$ cat src/rtl/axi_read_arbiter.sv
// N-master to 1-slave AXI3 read arbiter: round-robin grant, one burst in flight, response routed by ID.
// Optional statistics counters are enabled by defining AXI_READ_ARB_STAT_EN.
module axi_read_arbiter #(
  parameter int unsigned NUM_MASTERS = 3,
  parameter int unsigned ID_WIDTH    = 4,
  parameter int unsigned MAX_LEN     = 16
) (
  input  logic                     aclk,
  input  logic                     aresetn,
  input  logic [NUM_MASTERS-1:0]   m_arvalid,
  output logic [NUM_MASTERS-1:0]   m_arready,
  input  logic [NUM_MASTERS*32-1:0] m_araddr,
  input  logic [NUM_MASTERS*8-1:0] m_arlen,
  input  logic [NUM_MASTERS*3-1:0] m_arsize,
  output logic [NUM_MASTERS-1:0]   m_rvalid,
  input  logic [NUM_MASTERS-1:0]   m_rready,
  output logic [31:0]              m_rdata,
  output logic [1:0]               m_rresp,
  output logic                     m_rlast,
  output logic [ID_WIDTH-1:0]      arid,
  output logic [31:0]              araddr,
  output logic [7:0]               arlen,
  output logic [2:0]               arsize,
  output logic [1:0]               arburst,
  output logic                     arvalid,
  input  logic                     arready,
  input  logic [ID_WIDTH-1:0]      rid,
  input  logic [31:0]              rdata,
  input  logic [1:0]               rresp,
  input  logic                     rlast,
  input  logic                     rvalid,
  output logic                     rready
`ifdef AXI_READ_ARB_STAT_EN
  ,
  output logic [NUM_MASTERS*32-1:0] stat_grant_cnt,
  output logic [31:0]              stat_wait_cycles
`endif
);

  localparam int unsigned GW = $clog2(NUM_MASTERS);

  typedef enum logic [1:0] {IDLE, ADDR, DATA} state_t;

  state_t        state;
  logic [GW-1:0] ptr;
  logic [GW-1:0] gnt;
  logic [GW-1:0] sel;
  logic          sel_found;
  logic [7:0]    cnt;
  logic [7:0]    sel_len_raw;
  logic [7:0]    sel_len;
  logic          match;
  logic          beat;
  logic          burst_end;

  assign arburst = 2'b01;

  // Rotating search: first requester at or after the priority pointer.
  always_comb begin
    int unsigned idx;
    idx       = 0;
    sel       = ptr;
    sel_found = 1'b0;
    for (int unsigned k = 0; k < NUM_MASTERS; k++) begin
      idx = 32'(ptr) + k;
      if (idx >= NUM_MASTERS) idx = idx - NUM_MASTERS;
      if (!sel_found && m_arvalid[idx]) begin
        sel_found = 1'b1;
        sel       = GW'(idx);
      end
    end
  end

  always_comb begin
    sel_len_raw = m_arlen[8*32'(sel) +: 8];
    sel_len     = (32'(sel_len_raw) > MAX_LEN - 1) ? 8'(MAX_LEN - 1) : sel_len_raw;
  end

  // A zero remaining-beat count terminates the burst even without rlast from the slave.
  always_comb begin
    m_rvalid = '0;
    rready   = 1'b0;
    m_rdata  = '0;
    m_rresp  = '0;
    m_rlast  = 1'b0;
    match    = (state == DATA) && (rid == ID_WIDTH'(gnt));
    if (state == DATA) begin
      m_rdata = rdata;
      m_rresp = rresp;
      m_rlast = rlast | (cnt == 8'd0);
      if (match) begin
        m_rvalid[gnt] = rvalid;
        rready        = m_rready[gnt];
      end
    end
    beat      = rvalid & rready;
    burst_end = rlast | (cnt == 8'd0);
  end

  always_ff @(posedge aclk) begin
    if (!aresetn) begin
      state     <= IDLE;
      ptr       <= '0;
      gnt       <= '0;
      cnt       <= '0;
      arvalid   <= 1'b0;
      m_arready <= '0;
      arid      <= '0;
      araddr    <= '0;
      arlen     <= '0;
      arsize    <= '0;
    end else begin
      m_arready <= '0;
      case (state)
        IDLE: begin
          if (sel_found) begin
            gnt            <= sel;
            arid           <= ID_WIDTH'(sel);
            araddr         <= m_araddr[32*32'(sel) +: 32];
            arlen          <= sel_len;
            arsize         <= m_arsize[3*32'(sel) +: 3];
            m_arready[sel] <= 1'b1;
            arvalid        <= 1'b1;
            state          <= ADDR;
          end
        end
        ADDR: begin
          if (arready) begin
            arvalid <= 1'b0;
            cnt     <= arlen;
            state   <= DATA;
          end
        end
        DATA: begin
          if (beat) begin
            if (burst_end) begin
              state <= IDLE;
              ptr   <= (gnt == GW'(NUM_MASTERS - 1)) ? '0 : gnt + 1'b1;
            end else begin
              cnt <= cnt - 8'd1;
            end
          end
        end
        default: state <= IDLE;
      endcase
    end
  end

`ifdef AXI_READ_ARB_STAT_EN
  always_ff @(posedge aclk) begin
    if (!aresetn) begin
      stat_grant_cnt   <= '0;
      stat_wait_cycles <= '0;
    end else begin
      for (int unsigned i = 0; i < NUM_MASTERS; i++) begin
        if (m_arready[i]) stat_grant_cnt[32*i +: 32] <= stat_grant_cnt[32*i +: 32] + 32'd1;
      end
      if ((|m_arvalid) && (state != IDLE)) stat_wait_cycles <= stat_wait_cycles + 32'd1;
    end
  end
`endif

endmodule

$ cat config.mk
export PLATFORM = sky130hd
export DESIGN_NAME = axi_read_arbiter
export DESIGN_NICKNAME = d
export VERILOG_FILES = /design/src/rtl/axi_read_arbiter.sv
export SDC_FILE = /design/constraint.sdc
export NUM_CORES = 1
export LEC_CHECK = 0
export ABC_AREA = 1
export CAP_MARGIN = 10
export CORE_MARGIN = 5
export CORE_UTILIZATION = 40
export DETAILED_ROUTE_END_ITERATION = 10
export GPL_TIMING_DRIVEN = 1
export MAX_ROUTING_LAYER = met4
export PLACE_DENSITY = 0.88
export SYNTH_ARGS = -nofsm -noshare
export SYNTH_HDL_FRONTEND = slang
export SYNTH_SLANG_ARGS = --single-unit
export TNS_END_PERCENT = 10
$ cat constraint.sdc
create_clock -name aclk -period 3.4 [get_ports aclk]
set_clock_uncertainty 0.2 [all_clocks]
set_input_delay 0.68 -clock aclk [delete_from_list [all_inputs] [get_ports aclk]]
set_output_delay 0.68 -clock aclk [all_outputs]
set_load 0.1 [all_outputs]
# Word level (Yosys, flattened, before mapping)
# Index checks and enable logic that the tools add are counted.
# word_totals
reg_bits	61
in_bits	178
output_inout_bits	92
elab_cells	102
# classes
addsub	7
mul	1
magnitude_cmp	11
eq_ne	9
shift	3
muxes	42
bitwise_logic	3
reduce_logical	17
# op_table
operator	count
$mux 32	4
$lt 32x3->1 const B	3
$shiftx 96x8->32	1
$mux 8	4
$shiftx 24x6->8	1
$mux 2	9
$pmux 8 s2	1
$mux 1	14
$ne 2x2->1 const B	5
$reduce_and 3->1	3
$shiftx 9x5->3	1
$bmux 1 s2	4
$gt 8x4->1 const B	1
$logic_not 8->1	1
$reduce_and 4->1	2
$sub 3x2->4 const B	2
$sub 8x1->8 const B	1
$ge 3x2->1 const B	2
$lt 2x3->1 const B	2
$mux 3	2
$pmux 2 s3	1
$logic_and 1x1->1	5
$demux 1 s2	2
$eq 2x2->1 const B	2
other kinds (17)	20

# Longest topological paths before layout
# depth
depth_word	15
mapped_depth	18
ltp_nobuf	17

# Worst setup path before layout
# No wires, ideal clock.
# synth_timing
path_kind	flip-flop to output port
start	reg, netlist name arid[1]
end	out m_rvalid[0]
arrival_ps	3725
required_time_ps	2520
slack_ps	-1205
path_stages_with_launch	7
path_buffers	1
path_cell_list	dfxtp_1 -> buf_2 -> xnor2_1 -> nand3_1 -> nor2_1 -> inv_1 -> nor3_1
# synth_rtl
item	line_no	text
to (decl)	15	output logic [NUM_MASTERS-1:0] m_rvalid,

# Final worst setup path
# layout_timing
start	reg ptr[0]
end	reg araddr[6]
# layout_via
elab_chain_len	12
word_cells_on_any_way	29
cone_classes	add/sub: 5; order compare: 3; shift: 1; mux: 15; reduce/logical: 5
# layout_lines
item	line_no	text
from (decl)	45	logic [GW-1:0] ptr;
from (signal assigned)	138	ptr <= (gnt == GW'(NUM_MASTERS - 1)) ? '0 : gnt + 1'b1;
branches (longest 12 deep; another with $sub 3x2->4)	n/a	
to (signal assigned)	119	araddr <= m_araddr[32*32'(sel) +: 32];
to (decl)	21	output logic [31:0] araddr,
# Parallel ways; which one is timed is not known. The select of a mux whose other input is x is not followed.
# A chain may end at the register's enable or synchronous reset.

==> results by group <==
Run status
  • Status: completed

Setup path
  • Worst EP required: approximately 3500 ps
  • Critical Path Start Type: register
  • WP data arrival: 3100 ps
  • Maximum fanout along the worst path: 30
  • Worst Reg2Reg Path Length in Cells: 13
  • CP endpoint kind: register
  • Setup Crit Path Kind: register to register
  • R2R Path Start: ptr[0]
  • R2R Setup Slk: ~370 ps
  • Worst R2R End: araddr[6]

Routing
  • DR vias: between 5,000 and 6,000
  • Antenna Violating Nets Remaining: 0
  • Vias/cell: around 4.9
  • DRT Pass-1 Iters: 5
  • Wirelength per Cell: 15.2 um
  • Number of remaining DRC errors: 0
  • DRT Wirelength: 15.9 mm
  • Drt initial violations: between 300 and 400

Clock network
  • H-Tree Depth: 3
  • CTS sink cnt: a little over 60
  • Clock Pin Slew Worst Setup and Hold Paths: around 70 ps
  • Clk buf depth: 2
  • CTS tree: built
  • Post-CTS setup buffer count: 0
  • Post_cts resized: 0
  • Clk_lat worst skew: around 330 ps
  • Clk root buf: clkbuf_8
  • Total CTS buffers: 9
  • Hold buffer count at CTS: 0

Timing
  • Fmax: 330 MHz
  • Final hold vios: 0
  • RSZ-0062 raised after global routing: false
  • Hold WS: between 200 and 300 ps
  • Final setup viols: 0
  • Slew margin rel.: 0.542
  • Setup TNS: 0 ps
  • Final worst slack: 366 ps
  • Worst-margin pin slew: ~690 ps
  • Final period utilization: 0.892
  • Post-layout minimum cycle time: around 3000 ps
  • Max-slew violation count: 0

Pwr
  • Sequential share of power: 0.268
  • Final Total Pwr: around 3.3 mW
  • Internal power: between 1.5 and 2 mW
  • P_leak: between 3 and 4 nW
  • Clock network power share: 0.196
  • Sw Ratio: 0.481
  • Max IR drop VDD: ~0.34 mV
  • PD cells: 457 mW/mm^2
  • Logic pwr share: 0.536
  • Switching pwr: about 1.6 mW

Placement
  • Final GP Congestion: about 0.91
  • Pre-CTS setup slack: ~130 ps
  • Placed inst area: around 0.007 mm^2
  • Dpl hpwl: about 12 mm
  • Placed cells: just over 1,000
  • PortBufs: ~270

Yosys
  • Post-synth top area cell: dfxtp_1
  • FF+latch count, synth: 61
  • Top cell type's share of synthesized area: 0.298
  • Post-Syn Area: between 0.004 and 0.005 mm^2
  • Post-synth EDFFs: 0
  • Synth unique cells: 37
  • Share of flip-flops with an asynchronous set or reset: 0
  • Total number of yosys warnings: 0
  • Sequential area share after synthesis: 0.298
  • Mapped Cells: 657
  • Largest cells by area after synthesis: dfxtp_1, nand2_1, nor2_1
  • Synth Flop Type: dfxtp_1
  • Syn Area/Cell: between 6 and 7 um^2

Hold path
  • HP Class: register to register
  • Worst Hold End: arlen[6]
  • Worst hold stages: 2
  • Hold Crit Start: arlen[6]

Floorplanning
  • Core area: between 0.01 and 0.015 mm^2
  • Ports: 270
  • Row count: 37
  • Die area: around 0.012 mm^2
  • Starting Density: 0.404
  • Die X: between 100 and 150 um
  • Die Y: 111 um

Global route
  • First-pass GRT wire length: 24.7 mm
  • Initial antenna violation count: 0
  • Number of global-route vias before repair: 4,963
  • GRT Util Overall: 0.252
  • Overflow after GRT: 0
  • Pin count of the biggest net entering global routing: 55

Job
  • Max-cap check violation count: 0

Finish
  • Area growth syn-to-layout: 76.4%
  • Share of post-route cells with drive strength above 1: 0.180
  • Final Instance Area: 0.00723 mm^2
  • N_diodes: 0
  • Fin util: 0.713
  • Nets: about 1,100
  • Layout Cells excl Fill: roughly 1,000
  • Fillers: slightly below 800
[power groups by stage]
| stage | clock (mW) | combinational [mW] | sequential [mW] |
|---|---|---|---|
| after floorplan | 0 | 0.630 | 1.48 |
| after global routing | 0.692 | 1.86 | 0.896 |
| final | 0.647 | 1.77 | 0.885 |
| after detailed placement | 0 | 1.76 | 0.898 |
| after CTS | 0.655 | 1.77 | 0.883 |
| after global placement | 0 | 1.75 | 0.894 |
[worst max path at each step]
stage             endpoint  slack (ps)  cells past startpoint    startpoint
3_3_place_gp     araddr[4]         190                     13  m_arvalid[2]
4_1_cts          araddr[6]         380                     13        ptr[0]
3_5_place_dp     araddr[6]         130                     13  m_arvalid[2]
6_report         araddr[6]         370                     13        ptr[0]
5_1_grt         araddr[13]         120                     13        ptr[0]
2_1_floorplan  m_rvalid[2]        -490                      6       arid[1]
[synthesized netlist by cell type, types with 2 or more instances]
master,instances
ha_1,6
buf_4,7
xnor2_1,5
a21oi_1,19
nand3_2,13
clkbuf_1,13
inv_2,7
buf_6,4
a31oi_1,3
buf_12,2
nor3_1,8
o21ai_1,28
nor2_1,100
conb_1,2
nand4_1,2
buf_2,10
dfxtp_1,61
o21ai_0,48
o21ai_2,12
nand2_4,3
nand2_1,157
nand3_1,57
nand2_2,7
inv_1,69
nor2_4,2
[area by class of cell]
class                           instances  area, um^2  area share
Clock inverter                          4        47.5     0.00658
Tap cell                              136         170      0.0235
Sequential cell                        61        1220       0.169
Timing Repair Buffer                  274        2980       0.413
Clock buffer                           12         145      0.0201
Multi-Input combinational cell        484        2360       0.327
Inverter                               77         294      0.0407
[registers in the layout, indices dropped and copies added, names as in the netlist, 2 cells and up]
signal / count
state: 2
arlen: 8
arid: 2
araddr: 32
m_arready: 3
ptr: 2
arsize: 3
cnt: 8
[cells in the final DEF, fill, tap and decap left out, types with 5 or more instances in the layout]
| master | instances |
|---|---|
| a21oi_1 | 19 |
| buf_12 | 39 |
| buf_4 | 58 |
| clkbuf_8 | 10 |
| clkdlybuf4s50_1 | 176 |
| dfxtp_1 | 61 |
| ha_1 | 6 |
| inv_1 | 69 |
| inv_2 | 7 |
| nand2_1 | 157 |
| nand2_2 | 7 |
| nand3_1 | 57 |
| nand3_2 | 13 |
| nor2_1 | 100 |
| nor3_1 | 6 |
| o21ai_0 | 48 |
| o21ai_1 | 28 |
| o21ai_2 | 12 |
| xnor2_1 | 5 |
[metal layers]
metal / part of all wire / vias up / GRT usage
li1: - / 2575 / -
met1: 0.39 / 2314 / 0.285
met4: 0.018 / 0 / 0.0649
met2: 0.51 / 249 / 0.444
met3: 0.088 / 21 / 0.0660
met5: 0 / - / -
[worst max-delay path, cell delays in order (launching register included)]
cell,delay (ps)
dfxtp_1,400
inv_1,100
ha_1,360
inv_1,200
nand3_1,110
nand2_1,120
nand2_2,80
nor2_4,120
nand2_1,100
nand2_4,140
inv_6,120
nor2_4,500
o21ai_0,230
o21ai_2,150
[cells by family after synthesis]
logic type                 synth area share
buffers and inverters                 0.130
xor gates and xnor gates             0.0128
adders and majority gates            0.0183
DFF                                   0.298
AOI/OAI and AO/OA                     0.158
other                               0.00183
and+or+nand+nor                       0.381
(Power assumes the default switching activity.)
